===== src/rtl/propplug_tx.sv =====
// Host-side Prop Plug transmitter: byte FIFO feeding an 8N1 serial line, plus the
// reset-pulse/hold sequencer that drives the Propeller's active-low reset input.
module propplug_tx #(
  parameter int CLKDIV   = 1389,
  parameter int FIFO_AW  = 3,
  parameter int RES_LOW  = 1600,
  parameter int RES_WAIT = 16000000
) (
  input  logic               clock_160,
  input  logic               reset,
  input  logic [7:0]         tx_data,
  input  logic               tx_valid,
  output logic               tx_ready,
  input  logic               prop_reset_req,
  output logic               resn_out,
  output logic               txd,
  output logic               busy,
  output logic [FIFO_AW:0]   fifo_count
);

  localparam int DEPTH = 1 << FIFO_AW;
  localparam int BW    = $clog2(CLKDIV);
  localparam int RMAX  = (RES_LOW > RES_WAIT) ? RES_LOW : RES_WAIT;
  localparam int RW    = (RMAX > 1) ? $clog2(RMAX) : 1;

  localparam logic [BW-1:0]    BIT_LAST  = BW'(CLKDIV - 1);
  localparam logic [RW-1:0]    LOW_LAST  = RW'(RES_LOW - 1);
  localparam logic [RW-1:0]    WAIT_LAST = RW'(RES_WAIT - 1);
  localparam logic [FIFO_AW:0] PTR_ONE   = (FIFO_AW + 1)'(1);

  typedef enum logic [2:0] {
    ST_IDLE, ST_RES_PULSE, ST_RES_HOLD, ST_START, ST_DATA, ST_STOP
  } state_t;

  state_t             state_reg;
  logic [7:0]         mem [0:DEPTH-1];
  logic [FIFO_AW:0]   wr_ptr_reg;
  logic [FIFO_AW:0]   rd_ptr_reg;
  logic [FIFO_AW:0]   count_reg;
  logic [7:0]         shift_reg;
  logic [BW-1:0]      bit_cnt_reg;
  logic [2:0]         bit_idx_reg;
  logic [RW-1:0]      res_cnt_reg;
  logic               txd_reg;
  logic               resn_reg;

  logic fifo_empty;
  logic fifo_full;
  logic bit_end;
  logic push;
  logic pop;

  // Extra pointer MSB distinguishes full from empty when the low bits match.
  assign fifo_empty = (wr_ptr_reg == rd_ptr_reg);
  assign fifo_full  = (wr_ptr_reg[FIFO_AW] != rd_ptr_reg[FIFO_AW]) &&
                      (wr_ptr_reg[FIFO_AW-1:0] == rd_ptr_reg[FIFO_AW-1:0]);
  assign bit_end    = (bit_cnt_reg == BIT_LAST);

  assign tx_ready   = !fifo_full && (state_reg != ST_RES_PULSE);
  assign busy       = (state_reg != ST_IDLE) || !fifo_empty;
  assign txd        = txd_reg;
  assign resn_out   = resn_reg;
  assign fifo_count = count_reg;

  // A push coinciding with a reset request is dropped along with the flushed queue.
  assign push = tx_valid && tx_ready && !prop_reset_req;
  assign pop  = !fifo_empty && !prop_reset_req &&
                ((state_reg == ST_IDLE) || (state_reg == ST_STOP && bit_end));

  always_ff @(posedge clock_160) begin
    if (push) begin
      mem[wr_ptr_reg[FIFO_AW-1:0]] <= tx_data;
    end
  end

  always_ff @(posedge clock_160) begin
    if (reset) begin
      state_reg   <= ST_IDLE;
      wr_ptr_reg  <= '0;
      rd_ptr_reg  <= '0;
      count_reg   <= '0;
      shift_reg   <= '0;
      bit_cnt_reg <= '0;
      bit_idx_reg <= '0;
      res_cnt_reg <= '0;
      txd_reg     <= 1'b1;
      resn_reg    <= 1'b1;
    end else if (prop_reset_req) begin
      state_reg   <= ST_RES_PULSE;
      wr_ptr_reg  <= '0;
      rd_ptr_reg  <= '0;
      count_reg   <= '0;
      bit_cnt_reg <= '0;
      bit_idx_reg <= '0;
      res_cnt_reg <= '0;
      txd_reg     <= 1'b1;
      resn_reg    <= 1'b0;
    end else begin
      if (push) wr_ptr_reg <= wr_ptr_reg + PTR_ONE;
      if (pop)  rd_ptr_reg <= rd_ptr_reg + PTR_ONE;
      if (push && !pop)      count_reg <= count_reg + PTR_ONE;
      else if (pop && !push) count_reg <= count_reg - PTR_ONE;

      case (state_reg)
        ST_IDLE: begin
          if (pop) begin
            shift_reg   <= mem[rd_ptr_reg[FIFO_AW-1:0]];
            bit_cnt_reg <= '0;
            txd_reg     <= 1'b0;
            state_reg   <= ST_START;
          end
        end
        ST_RES_PULSE: begin
          if (res_cnt_reg == LOW_LAST) begin
            res_cnt_reg <= '0;
            resn_reg    <= 1'b1;
            state_reg   <= ST_RES_HOLD;
          end else begin
            res_cnt_reg <= res_cnt_reg + RW'(1);
          end
        end
        ST_RES_HOLD: begin
          if (res_cnt_reg == WAIT_LAST) begin
            res_cnt_reg <= '0;
            state_reg   <= ST_IDLE;
          end else begin
            res_cnt_reg <= res_cnt_reg + RW'(1);
          end
        end
        ST_START: begin
          if (bit_end) begin
            bit_cnt_reg <= '0;
            bit_idx_reg <= '0;
            txd_reg     <= shift_reg[0];
            shift_reg   <= {1'b0, shift_reg[7:1]};
            state_reg   <= ST_DATA;
          end else begin
            bit_cnt_reg <= bit_cnt_reg + BW'(1);
          end
        end
        ST_DATA: begin
          if (bit_end) begin
            bit_cnt_reg <= '0;
            if (bit_idx_reg == 3'd7) begin
              txd_reg   <= 1'b1;
              state_reg <= ST_STOP;
            end else begin
              bit_idx_reg <= bit_idx_reg + 3'd1;
              txd_reg     <= shift_reg[0];
              shift_reg   <= {1'b0, shift_reg[7:1]};
            end
          end else begin
            bit_cnt_reg <= bit_cnt_reg + BW'(1);
          end
        end
        ST_STOP: begin
          if (bit_end) begin
            bit_cnt_reg <= '0;
            // Chain straight into the next start bit so frames stay gap-free.
            if (pop) begin
              shift_reg <= mem[rd_ptr_reg[FIFO_AW-1:0]];
              txd_reg   <= 1'b0;
              state_reg <= ST_START;
            end else begin
              state_reg <= ST_IDLE;
            end
          end else begin
            bit_cnt_reg <= bit_cnt_reg + BW'(1);
          end
        end
        default: state_reg <= ST_IDLE;
      endcase
    end
  end

endmodule


===== config.mk =====
export PLATFORM = sky130hd
export DESIGN_NAME = propplug_tx
export DESIGN_NICKNAME = d
export VERILOG_FILES = /design/src/rtl/propplug_tx.sv
export SDC_FILE = /design/constraint.sdc
export NUM_CORES = 1
export LEC_CHECK = 0
export ABC_CLOCK_PERIOD_IN_PS = 4500
export BUFFER_PORTS_ARGS = -buffer_cell sky130_fd_sc_hd__buf_2
export CAP_MARGIN = 15
export CORE_MARGIN = 2
export CORE_UTILIZATION = 41
export DETAILED_ROUTE_END_ITERATION = 7
export MAX_ROUTING_LAYER = met4
export PLACE_DENSITY_LB_ADDON = 0.08
export RECOVER_POWER = 50
export SLEW_MARGIN = 25
export SYNTH_ARGS = -nofsm -noshare
export SYNTH_HDL_FRONTEND = slang
export SYNTH_SLANG_ARGS = --single-unit

===== constraint.sdc =====
create_clock -name clock_160 -period 4.5 [get_ports clock_160]
set_input_delay 0.9 -clock clock_160 [delete_from_list [all_inputs] [get_ports clock_160]]
set_output_delay 0.9 -clock clock_160 [all_outputs]
set_load 0.03 [all_outputs]

After elaboration in Yosys (flattened, before gate mapping):

Memory sizes are Yosys's and may differ from the RTL's. A register that Yosys moved wholly into a read port is not among the register bits.
Cells that the tools add are included.

* logic and storage cells: 123
* bits in registers: 63
* output and inout port bits: 8
* memories kept: 1
* memory bits (writable): 64
* bits of input ports: 12

Memories
* mem: depth 8, width 8, rd ports 1, clocked after memory_dff 1, wr ports 1, RTL line 36 `logic [7:0] mem [0:DEPTH-1];`

* eq/ne operators: 28
* multiplexer cells: 41
* add/subtract/negate cells: 7
* reduce and logical (&&, ||, !) cells: 34
* bitwise operators: 1

Operators with widths (number)
* $mux W24: 2
* $pmux W24 S2: 1
* $mux W8: 5
* $mux W3: 12
* $pmux W8 S4: 1
* $add A24 B1 Y24 const B: 1
* $eq A24 B11 Y1 const B: 1
* $eq A24 B24 Y1 const B: 1
* $mux W11: 2
* $pmux W11 S2: 1
* $ne A3 B3 Y1 const B: 7
* $pmux W3 S6: 1
* $ne A2 B2 Y1 const B: 8
* $reduce_and A7 Y1: 2
* $add A4 B1 Y4 const B: 3
* $reduce_bool A2 Y1: 6
* $add A11 B1 Y11 const B: 1
* $eq A11 B11 Y1 const B: 1
* $mux W1: 11
* $eq A3 B3 Y1 const B: 3
* $logic_and A1 B1 Y1: 9
* $mux W4: 2
* $reduce_and A4 Y1: 2
* $eq A3 B2 Y1 const B: 2
* 20 further kinds: 26

Depth between registers and ports, before layout:

Gate-level depths: netlist of the first run.

* word-level depth: 10
* gate-level depth with buffers: 14
* mapped depth without buffers: 14

Worst setup path after synthesis of the first run:

No wires, ideal clock.

* kind: input to register
* from: input prop_reset_req
* to: register count_reg[3] (netlist: fifo_count[3])
* buffers on the path: 1
* slack: 1.384 ns
* arrival: 3.046 ns
* setup time: 0.070 ns
* data required time: 4.430 ns
* stages on the path: 11
* cells stage by stage: clkbuf_1 > nor3_1 > nand2_1 > ha_1 > inv_1 > ha_1 > a21o_1 > a21oi_1 > xnor2_1 > or3_1 > a21oi_1

* longest elaborated chain between the ends: 6
* elaborated cells between the ends (all ways): 11
* those cells by class: mux: 1; reduce/logical: 10

RTL lines
* start: declaration: RTL line 14 `input logic prop_reset_req,`
* $logic_not A1 Y1: RTL line 66, 67
* $logic_and A1 B1 Y1 (2 in series): RTL line 67 `assign pop = !fifo_empty && !prop_reset_req &&`
* $logic_not A1 Y1: RTL line 101 `if (push && !pop) count_reg <= count_reg + PTR_ONE;`
* $logic_and A1 B1 Y1: RTL line 101
* $mux W4 / $reduce_bool A2 Y1 (equally long branches)
* end signal: assignment: RTL line 101
* end signal: assignment: RTL line 102 `else if (pop && !push) count_reg <= count_reg - PTR_ONE;`
* end: declaration: RTL line 39 `logic [FIFO_AW:0] count_reg;`

Several ways; a longest one is shown, not always the timed one.
A chain may end at the register's enable or synchronous reset.

Worst setup path in the final report of the first run:

* from: register wr_ptr_reg[0]
* to: register count_reg[3] (netlist: fifo_count[3])

* longest elaborated chain between the ends: 9
* elaborated cells between the ends (all ways): 16
* those cells by class: eq/ne: 2; mux: 1; reduce/logical: 13

RTL lines
* start: declaration: RTL line 37 `logic [FIFO_AW:0] wr_ptr_reg;`
* start signal: assignment: RTL line 99 `if (push) wr_ptr_reg <= wr_ptr_reg + PTR_ONE;`
* $eq A3 B3 Y1: RTL line 56 `(wr_ptr_reg[FIFO_AW-1:0] == rd_ptr_reg[FIFO_AW-1:0]);`
* $logic_and A1 B1 Y1: RTL line 55 `assign fifo_full = (wr_ptr_reg[FIFO_AW] != rd_ptr_reg[FIFO_AW]) &&`
* $logic_not A1 Y1: RTL line 59 `assign tx_ready = !fifo_full && (state_reg != ST_RES_PULSE);`
* $logic_and A1 B1 Y1: RTL line 59
* $logic_and A1 B1 Y1 (2 in series): RTL line 66 `assign push = tx_valid && tx_ready && !prop_reset_req;`
* $logic_not A1 Y1: RTL line 102
* $logic_and A1 B1 Y1: RTL line 102
* $reduce_bool A2 Y1 (no source line)

Several ways; a longest one is shown, not always the timed one.

==> impl_metrics.csv, run 1 <==
group,metric,value,unit
status,status,"finished with violations",
status,violations,"max-capacitance violations, max-slew violations",
clock_tree,cts_tree,"done",
die,rows,44,
synth,async_flop_share,0,%
clock_tree,cts_inserted_buffers,17,
synth,ys_seq_elements,130,
global_routing,grt_pass1_vias,3964,
drt,drt-total-wl,12400,um
final_layout,nets,555,
global_routing,grt_max_degree,25,
worst_setup_path,required,4.85,ns
die,io_pins,20,
job,maxCapViolCount,1,
worst_setup_path,critical_path.startpoint_type,"flip-flop",
final_layout,final_cell_mix,"66 x dfxtp_1, 64 x edfxtp_1, 52 x nor2_1, 31 x nand2_1, 28 x xor2_1",
synth,synth_edf_count,64,
timing,tns,0,ns
timing,period_needed,3.65,ns
global_routing,track_usage,17.3,%
global_routing,antenna_found_initial,0,
worst_setup_path,cpPeakStageDelay,0.89,ns
worst_setup_path,crit_arrival,4.00,ns
pwr,seqPwrFrac,45.0,%
final_layout,final_area,6830,um^2
clock_tree,cts_buffer_depth,2,
final_layout,post-route-util,47.4,%
timing,slew_headroom,-23.9,%
drt,postRouteAntennaNets,0,
worst_setup_path,crit_path_end_kind,"flip-flop",
drt,wire_per_inst,17.0,um
final_layout,fillCellCount,1345,
clock_tree,clock-sinks,130,
final_layout,antenna-diode-count,0,
timing,finalClockSkew,0.0151,ns
pwr,pwr-share-comb,4.1,%
clock_tree,hold_buffers,0,
die,die_area,15700,um^2
worst_setup_path,cp_cell_sequence,"xor2_1 -> nor4_1 -> nor3_1 -> nand2_1 -> ha_1 -> inv_1 -> ha_1 -> a21o_1 -> a21oi_1 -> xnor2_1 -> or3_1 -> a21oi_1",
synth,synth_compound_area_share,8.48,%
hold_path,hp-class,"flip-flop to flip-flop",
drt,vias,3972,
timing,rsz0062_at_grt,"no",
final_layout,layout-drive-gt1-share,12.7,%
pwr,sw_frac_of_total,21.7,%
die,start_util,41.7,%
global_routing,overflow,0,
synth,yosysWarnings,0,
pwr,internal_power,2.20,mW
final_layout,largest_reg_flops,64,
timing,worst_slew_pin_slew,1.84,ns
clock_tree,htreeDepth,4,
pwr,clkPwrFrac,50.9,%
clock_tree,clockRootBuffer,"clkbuf_16",
drt,drt_iter0_drc,192,
synth,synth_mux_area_share,9.75,%
die,core_region_area,14400,um^2
synth,synth_flop_cell,"dfxtp_1",
synth,synth_fp_nets,539,
place,place.gp.congestion,0.776,
pwr,fin_total_pwr,2.81,mW
timing,slew_violations,20,
synth,synthSimpleGateAreaFrac,17.7,%
clock_tree,post_cts_resized,0,
synth,synth_cells,516,
final_layout,final_common_cell,"dfxtp_1",
timing,final-setup-viol-count,0,
final_layout,areaGrowthSynthToFinish,13.5,%
pwr,irDropWorstVdd,458,uV
timing,hold_violations,0,
worst_setup_path,criticalPathCategory,"flip-flop to flip-flop",
pwr,p_sw,0.610,mW
pwr,pwr_density_cell,411,nW/um^2
drt,viasPerCell,5.45,
clock_tree,clk_latency,0.42,ns
worst_setup_path,crit_slowest_cell,"nor4_1",
place,dpl_cell_area,6260,um^2
synth,yosys.area_share.xor_xnor,5.09,%
synth,yosysUniqueCellTypes,64,
timing,fin_crit_sh,81.1,%
clock_tree,post-cts-setup-buffers,0,
global_routing,grt_pass1_wl,20500,um
synth,netlist_area,6020,um^2
timing,max_freq,274,MHz
die,die_w,125,um
synth,syn_avg_cell_area,11.7,um^2
worst_setup_path,cp_max_fo,8,
drt,drc,0,
place,port_buffers,19,
clock_tree,path_clk_slew,0.06,ns
synth,synth_top_family_by_area,"simple AND/OR/NAND/NOR gates",
synth,yosysSeqAreaShare,53.9,%
drt,firstDrtPassIters,4,
synth,synth_fa_ha_area_share,2.41,%
place,dp_hpwl,8060,um
pwr,p_leak,2.38,nW
die,die_y,125,um
[power by group through the flow]
stage | clock, mW | combinational, mW | sequential [mW]
after global placement | 0 | 0.119 | 1.29
after CTS | 1.46 | 0.122 | 1.26
after detailed placement | 0 | 0.121 | 1.29
after floorplan | 0 | 0.0866 | 1.29
final | 1.43 | 0.116 | 1.26
after global routing | 1.51 | 0.131 | 1.26
[routing by layer]
metal / track usage (%) / part of all wire, % / routed length [um]
met1: 21.6 / 48 / 5910
met2: 27.2 / 49 / 6030
met3: 4.92 / 2.3 / 281
met4: 5.62 / 1.2 / 147
met5: - / 0 / 0
[area by class of cell]
type | instances | area, um^2 | area share (%)
clock inverter | 11 | 153 | 2.23
timing repair buffer | 21 | 88.8 | 1.30
clock buffer | 21 | 460 | 6.74
inverter | 10 | 37.5 | 0.549
tap | 184 | 230 | 3.37
sequential | 130 | 3240 | 47.5
multi-input combinational | 352 | 2620 | 38.3
[through the flow]
stage / setup WS [ns] / instances / hold slack [ns]
final: 0.849 / 729 / 0.465
after CTS: 1.15 / 729 / 0.465
after global routing: 0.509 / 729 / 0.498
after detailed placement: 1.10 / 697 / 0.457
after floorplan: 1.38 / 516 / 0.436
after global placement: 1.17 / 697 / 0.445
[synthesized netlist by cell type (6+ instances only)]
master     n  area share [%]
a211o_1    7             1.0
a21oi_1   23             1.9
and3_1    10             1.0
buf_2      7            0.58
clkbuf_1  10            0.62
dfxtp_1   66              22
edfxtp_1  64              32
ha_1      10             2.1
inv_1      9            0.56
mux2i_1   20             3.3
mux4_2    16             6.0
nand2_1   31             1.9
nand2b_1   9            0.94
nand3_1   18             1.5
nand4_1   18             1.9
nor2_1    53             3.3
nor3_1    12             1.0
o21ai_0    7            0.58
o31ai_1    6            0.75
or4_1      7            0.87
xnor2_1    7             1.0
xor2_1    28             4.1
[worst max-delay path: cells and delay by family (launching register included)]
family | cells | cell delay, ns
xor+xnor | 2 | 0.26
buf+inv | 1 | 0.09
simple gates | 4 | 1.71
fa+ha+maj | 2 | 0.52
compound gates | 3 | 0.50
flops | 1 | 0.53
[cells by family (layout without fill, tap and decap cells)]
logic type                 Yosys count  count (layout)
and+or+nand+nor                    196             196
DFF                                130             130
AOI/OAI and AO/OA                   72              72
muxes                               38              38
xor gates and xnor gates            35              35
buffers and inverters               34              63
adders and majority gates           11              11
[final timing paths]
kind | start | endpoint | slack [ns] | cells after the start
worst max-delay path | wr_ptr_reg[0] | fifo_count[3] | 0.85 | 12
worst min-delay path | bit_idx_reg[2] | bit_idx_reg[2] | 0.46 | 2
worst max register to register | wr_ptr_reg[0] | fifo_count[3] | 0.85 | 12
worst min register to register | bit_idx_reg[2] | bit_idx_reg[2] | 0.46 | 2
Power figures use the tool's default switching activity.
==> inputs of run 2 (changes only) <==
ABC_CLOCK_PERIOD_IN_PS = 3600   (was 4500)
clock period = 3.6 ns   (was 4.5 ns; I/O delays follow)
==> impl_metrics.csv, run 2 (synthesis results as in run 1) <==
group,metric,value,unit
drt,drt-total-wl,12800,um
clock_tree,cts_tree,"done",
die,io_pins,20,
worst_setup_path,crit_path_end_kind,"flip-flop",
die,die_y,125,um
pwr,irDropWorstVdd,335,uV
final_layout,areaGrowthSynthToFinish,14.1,%
final_layout,largest_reg_flops,64,
global_routing,antenna_found_initial,0,
global_routing,overflow,0,
final_layout,fillCellCount,1323,
clock_tree,htreeDepth,4,
clock_tree,cts_inserted_buffers,17,
worst_setup_path,criticalPathCategory,"flip-flop to flip-flop",
clock_tree,clock-sinks,130,
place,dp_hpwl,8420,um
final_layout,stdcell_count,742,
clock_tree,clockRootBuffer,"clkbuf_16",
place,dpl.cell_count,710,
timing,finalClockSkew,0.00839,ns
worst_setup_path,crit_arrival,3.45,ns
timing,fin_crit_sh,86.0,%
final_layout,layout-drive-gt1-share,13.3,%
die,die_w,125,um
timing,final-setup-viol-count,0,
clock_tree,hold_buffers,0,
timing,worst_slew_pin_slew,0.964,ns
drt,highest_layer,"met4",
die,die_area,15700,um^2
drt,drc,0,
worst_setup_path,cp_max_fo,10,
clock_tree,cts_buffer_depth,2,
place,port_buffers,19,
die,rows,44,
global_routing,grt_pass1_vias,3897,
global_routing,grt_pass1_wl,20500,um
hold_path,hp-class,"flip-flop to flip-flop",
drt,wl_met1,5870,um
final_layout,nets,568,
timing,tns,0,ns
timing,max_freq,323,MHz
drt,postRouteAntennaNets,0,
timing,slew_violations,0,
drt,wire_per_inst,17.2,um
final_layout,antenna-diode-count,0,
clock_tree,post_cts_resized,0,
timing,period_needed,3.09,ns
worst_setup_path,required,3.95,ns
worst_setup_path,critical_path.startpoint_type,"flip-flop",
die,core_region_area,14400,um^2
status,status,"finished, final reports clean",
drt,wl_met3,416,um
global_routing,grt_max_degree,25,
final_layout,final_common_cell,"dfxtp_1",
pwr,fin_total_pwr,3.42,mW
timing,rsz0062_at_grt,"no",
worst_setup_path,cp_cell_sequence,"clkbuf_1 -> nand4_1 -> mux2i_1 -> nand2_1 -> ha_1 -> inv_1 -> ha_1 -> a21o_1 -> a21oi_1 -> xnor2_1 -> or3_1 -> a21oi_1",
drt,drt_iter0_drc,207,
drt,viasPerCell,5.48,
job,maxCapViolCount,0,
place,place.gp.congestion,0.788,
final_layout,final_cell_mix,"66 x dfxtp_1, 64 x edfxtp_1, 53 x nor2_1, 31 x nand2_1, 28 x xor2_1",
worst_setup_path,cpPeakStageDelay,0.46,ns
clock_tree,post-cts-setup-buffers,0,
die,start_util,41.7,%
drt,route.met2.wl,6340,um
clock_tree,path_clk_slew,0.06,ns
pwr,p_leak,2.40,nW
drt,vias,4069,
clock_tree,clk_latency,0.42,ns
drt,firstDrtPassIters,4,
worst_setup_path,crit_slowest_cell,"dfxtp_1",
timing,slew_headroom,35.2,%
global_routing,track_usage,17.4,%
timing,hold_violations,0,
pwr,pwr_density_cell,498,nW/um^2
run 2: cell types whose count changed in the layout (fill, tap and decap cells not counted), sizes merged:
| cell | previous run | this run |
|---|---|---|
| clkbuf | 36 | 40 |
| buf | 6 | 15 |
| clkinvlp | 2 | 4 |
| inv | 12 | 11 |
| bufinv | 3 | 2 |
run 2: layout make-up:
| class | count | area, um^2 | share of cell area (%) |
|---|---|---|---|
| sequential | 130 | 3240 | 47.2 |
| timing repair buffer | 34 | 171 | 2.50 |
| clock buffer | 21 | 450 | 6.56 |
| clock inverter | 11 | 129 | 1.88 |
| inverter | 10 | 37.5 | 0.546 |
| tap | 184 | 230 | 3.35 |
| multi-input combinational | 352 | 2610 | 38.0 |
run 2: per-layer routing:
metal / vias up / track usage [%]
met2: 61 / 27.8
met4: 0 / 6.41
li1: 2000 / -
met3: 15 / 5.39
met1: 1993 / 20.8
met5: - / -
run 2: power breakdown:
group	internal [mW]	leakage (nW)	switching [mW]	total (mW)
Combinational	0.0560	1.02	0.100	0.156
Clock	1.04	0.268	0.652	1.69
Sequential	1.56	1.11	0.00958	1.57
run 2: worst max-delay path: cells and delay by family, from the launching register on:
kind	cells	cell delay [ns]
and+or+nand+nor	3	0.58
xor gates and xnor gates	1	0.08
muxes	1	0.41
DFF	1	0.46
buffers and inverters	2	0.51
AOI/OAI and AO/OA	3	0.48
adders and majority gates	2	0.50
run 2: final timing paths:
kind | from | to | slack [ns] | depth (start not counted)
min | bit_idx_reg[2] | bit_idx_reg[2] | 0.45 | 2
max reg2reg | state_reg[2] | fifo_count[3] | 0.51 | 12
max | state_reg[2] | fifo_count[3] | 0.51 | 12
min reg2reg | bit_idx_reg[2] | bit_idx_reg[2] | 0.45 | 2
run 2: metrics by stage:
step | util [%] | setup slack (ns) | hold WS (ns) | instance area, um^2
after floorplan | - | 0.664 | 0.436 | 6020
after global placement | 43.9 | 0.614 | 0.445 | 6340
after detailed placement | 43.9 | 0.521 | 0.451 | 6340
after CTS | 48.0 | 0.536 | 0.459 | 6920
after global routing | 47.6 | 0.144 | 0.493 | 6870
final | 47.6 | 0.505 | 0.455 | 6870
==> inputs of run 3 (changes only) <==
ABC_AREA = 1   (was unset)
==> impl_metrics.csv, run 3 <==
group,metric,value,unit
worst_setup_path,cpPeakStageDelay,0.81,ns
die,die_y,126,um
synth,synth.area.top_cells,"edfxtp_1 32%, dfxtp_1 22%, nor2_1 9.1%, nand2_1 8.5%, o21ai_0 4.3%",
timing,finalClockSkew,0.00694,ns
synth,synth.most_common_cell,"nor2_1",
die,core_region_area,14500,um^2
clock_tree,clockRootBuffer,"clkbuf_16",
clock_tree,hold_buffers,0,
synth,async_flop_share,0,%
timing,final-setup-viol-count,0,
timing,period_needed,2.66,ns
drt,viasPerCell,5.08,
global_routing,grt_pass1_vias,4715,
status,status,"finished, final reports clean",
timing,hold_violations,0,
drt,firstDrtPassIters,5,
worst_setup_path,cp_common_cell,"nand2_1",
die,die_w,126,um
die,die_area,15800,um^2
die,io_pins,20,
drt,drt_iter0_drc,330,
global_routing,overflow,0,
place,place.gp.congestion,0.869,
worst_setup_path,cp_cell_sequence,"inv_1 -> nand2_1 -> nand2_1 -> nand4_1 -> nand3_1 -> nor2_1 -> nand2_1 -> nor2_1",
synth,synth_top_area_share,31.6,%
final_layout,nets,770,
die,rows,44,
drt,drt-total-wl,13900,um
place,dp_hpwl,9540,um
synth,yosysUniqueCellTypes,44,
pwr,pwr_density_cell,539,nW/um^2
synth,yosysWarnings,0,
worst_setup_path,criticalPathCategory,"flip-flop to flip-flop",
final_layout,areaGrowthSynthToFinish,14.5,%
worst_setup_path,crit_arrival,2.70,ns
clock_tree,cts_inserted_buffers,17,
drt,postRouteAntennaNets,0,
timing,worst_slew_pin_slew,1.02,ns
hold_path,hp-class,"flip-flop to flip-flop",
global_routing,grt_pass1_wl,23600,um
clock_tree,cts_tree,"done",
final_layout,layout-drive-gt1-share,8.55,%
timing,slew_violations,0,
synth,synth_edf_count,64,
synth,yosysTopAreaCell,"edfxtp_1",
pwr,p_leak,2.63,nW
global_routing,antenna_found_initial,0,
timing,rsz0062_at_grt,"no",
place,dpl_cell_area,6410,um^2
global_routing,track_usage,19.5,%
global_routing,grt_max_degree,34,
timing,max_freq,376,MHz
final_layout,stdcell_count,944,
pwr,irDropWorstVdd,285,uV
clock_tree,cts_buffer_depth,2,
place,port_buffers,19,
final_layout,final_cell_mix,"150 x nor2_1, 139 x nand2_1, 66 x dfxtp_1, 64 x edfxtp_1, 60 x inv_1",
final_layout,fillCellCount,1434,
worst_setup_path,crit_path_end_kind,"flip-flop",
pwr,fin_total_pwr,3.76,mW
clock_tree,htreeDepth,4,
clock_tree,post_cts_resized,0,
timing,fin_crit_sh,74.0,%
worst_setup_path,cp_max_fo,8,
place,dpl.cell_count,912,
drt,vias,4797,
clock_tree,clk_latency,0.42,ns
synth,synth_fp_nets,739,
worst_setup_path,required,3.63,ns
worst_setup_path,critical_path.startpoint_type,"flip-flop",
final_layout,final_common_cell,"nor2_1",
timing,tns,0,ns
die,start_util,41.9,%
clock_tree,clock-sinks,130,
timing,slew_headroom,31.6,%
synth,synth_flop_cell,"dfxtp_1",
synth,synth_cells,716,
job,maxCapViolCount,0,
synth,ys_seq_elements,130,
synth,netlist_area,6080,um^2
final_layout,antenna-diode-count,0,
synth,syn_avg_cell_area,8.50,um^2
clock_tree,post-cts-setup-buffers,0,
drt,drc,0,
synth,synth_commonest_cells,"147 x nor2_1, 137 x nand2_1, 66 x dfxtp_1",
synth,yosysSeqAreaShare,53.3,%
final_layout,largest_reg_flops,64,
final_layout,final_area,6970,um^2
clock_tree,path_clk_slew,0.06,ns
final_layout,post-route-util,47.9,%
drt,wire_per_inst,14.7,um
worst_setup_path,crit_slowest_cell,"nor2_1",
## run 3: cell types whose count changed after synthesis, moves of 11 or more
cell     before  now
o21ai_0       7   52
inv_1         9   59
nand2_1      31  137
mux2i_1      20    1
nand3_1      18   32
nand4_1      18    7
nor2_1       53  147
mux4_2       16    0
o22ai_1       2   16
## run 3: per-layer routing
metal,up-vias,track usage (%),share of wire (%)
li1,2441,-,-
met3,26,4.59,3.5
met2,93,33.4,52
met5,-,-,0
met4,0,7.82,2.6
met1,2237,22.1,42
## run 3: final timing paths
path | from | endpoint | slack [ns] | depth (start not counted)
min reg2reg | bit_cnt_reg[4] | bit_cnt_reg[4] | 0.47 | 2
min | bit_cnt_reg[4] | bit_cnt_reg[4] | 0.47 | 2
max reg2reg | wr_ptr_reg[1] | mem[0][5] | 0.94 | 8
max | wr_ptr_reg[1] | mem[0][5] | 0.94 | 8
## run 3: final cells by class
| cell class | count | area [um^2] | share of cell area, % |
|---|---|---|---|
| clock buffer | 17 | 425 | 6.11 |
| clock inverter | 15 | 179 | 2.57 |
| inverter | 68 | 255 | 3.66 |
| multi-input combinational | 503 | 2500 | 35.9 |
| sequential | 130 | 3240 | 46.5 |
| tap | 184 | 230 | 3.30 |
| timing repair buffer | 27 | 133 | 1.90 |
## run 3: report_power, final
group	total [mW]	switching [mW]	leakage [nW]	internal (mW)
clock	1.77	0.676	0.287	1.09
sequential	1.61	0.0278	1.11	1.58
combinational	0.376	0.264	1.24	0.112
## run 3: cells by family (layout without fill, tap and decap cells)
logic type | Yosys count | in the layout | share of synthesized area (%)
buf+inv | 83 | 127 | 5.20
mux | 1 | 1 | 0.165
compound gates | 105 | 105 | 9.67
fa+ha+maj | 11 | 11 | 2.39
simple gates | 362 | 362 | 25.8
flops | 130 | 130 | 53.3
xor+xnor | 24 | 24 | 3.46
## run 3: per-stage QoR
stage               worst slack [ns]  hold slack, ns
detailed placement              1.05           0.467
finish                         0.937           0.472
CTS                             1.11           0.476
floorplan                       1.38           0.439
global placement                1.09           0.456
global route                   0.617           0.513
## run 3: critical path: cells and delay by family (launching register included)
family / cells / cell delay, ns
DFF: 1 / 0.40
buffers and inverters: 1 / 0.12
and+or+nand+nor: 7 / 1.77
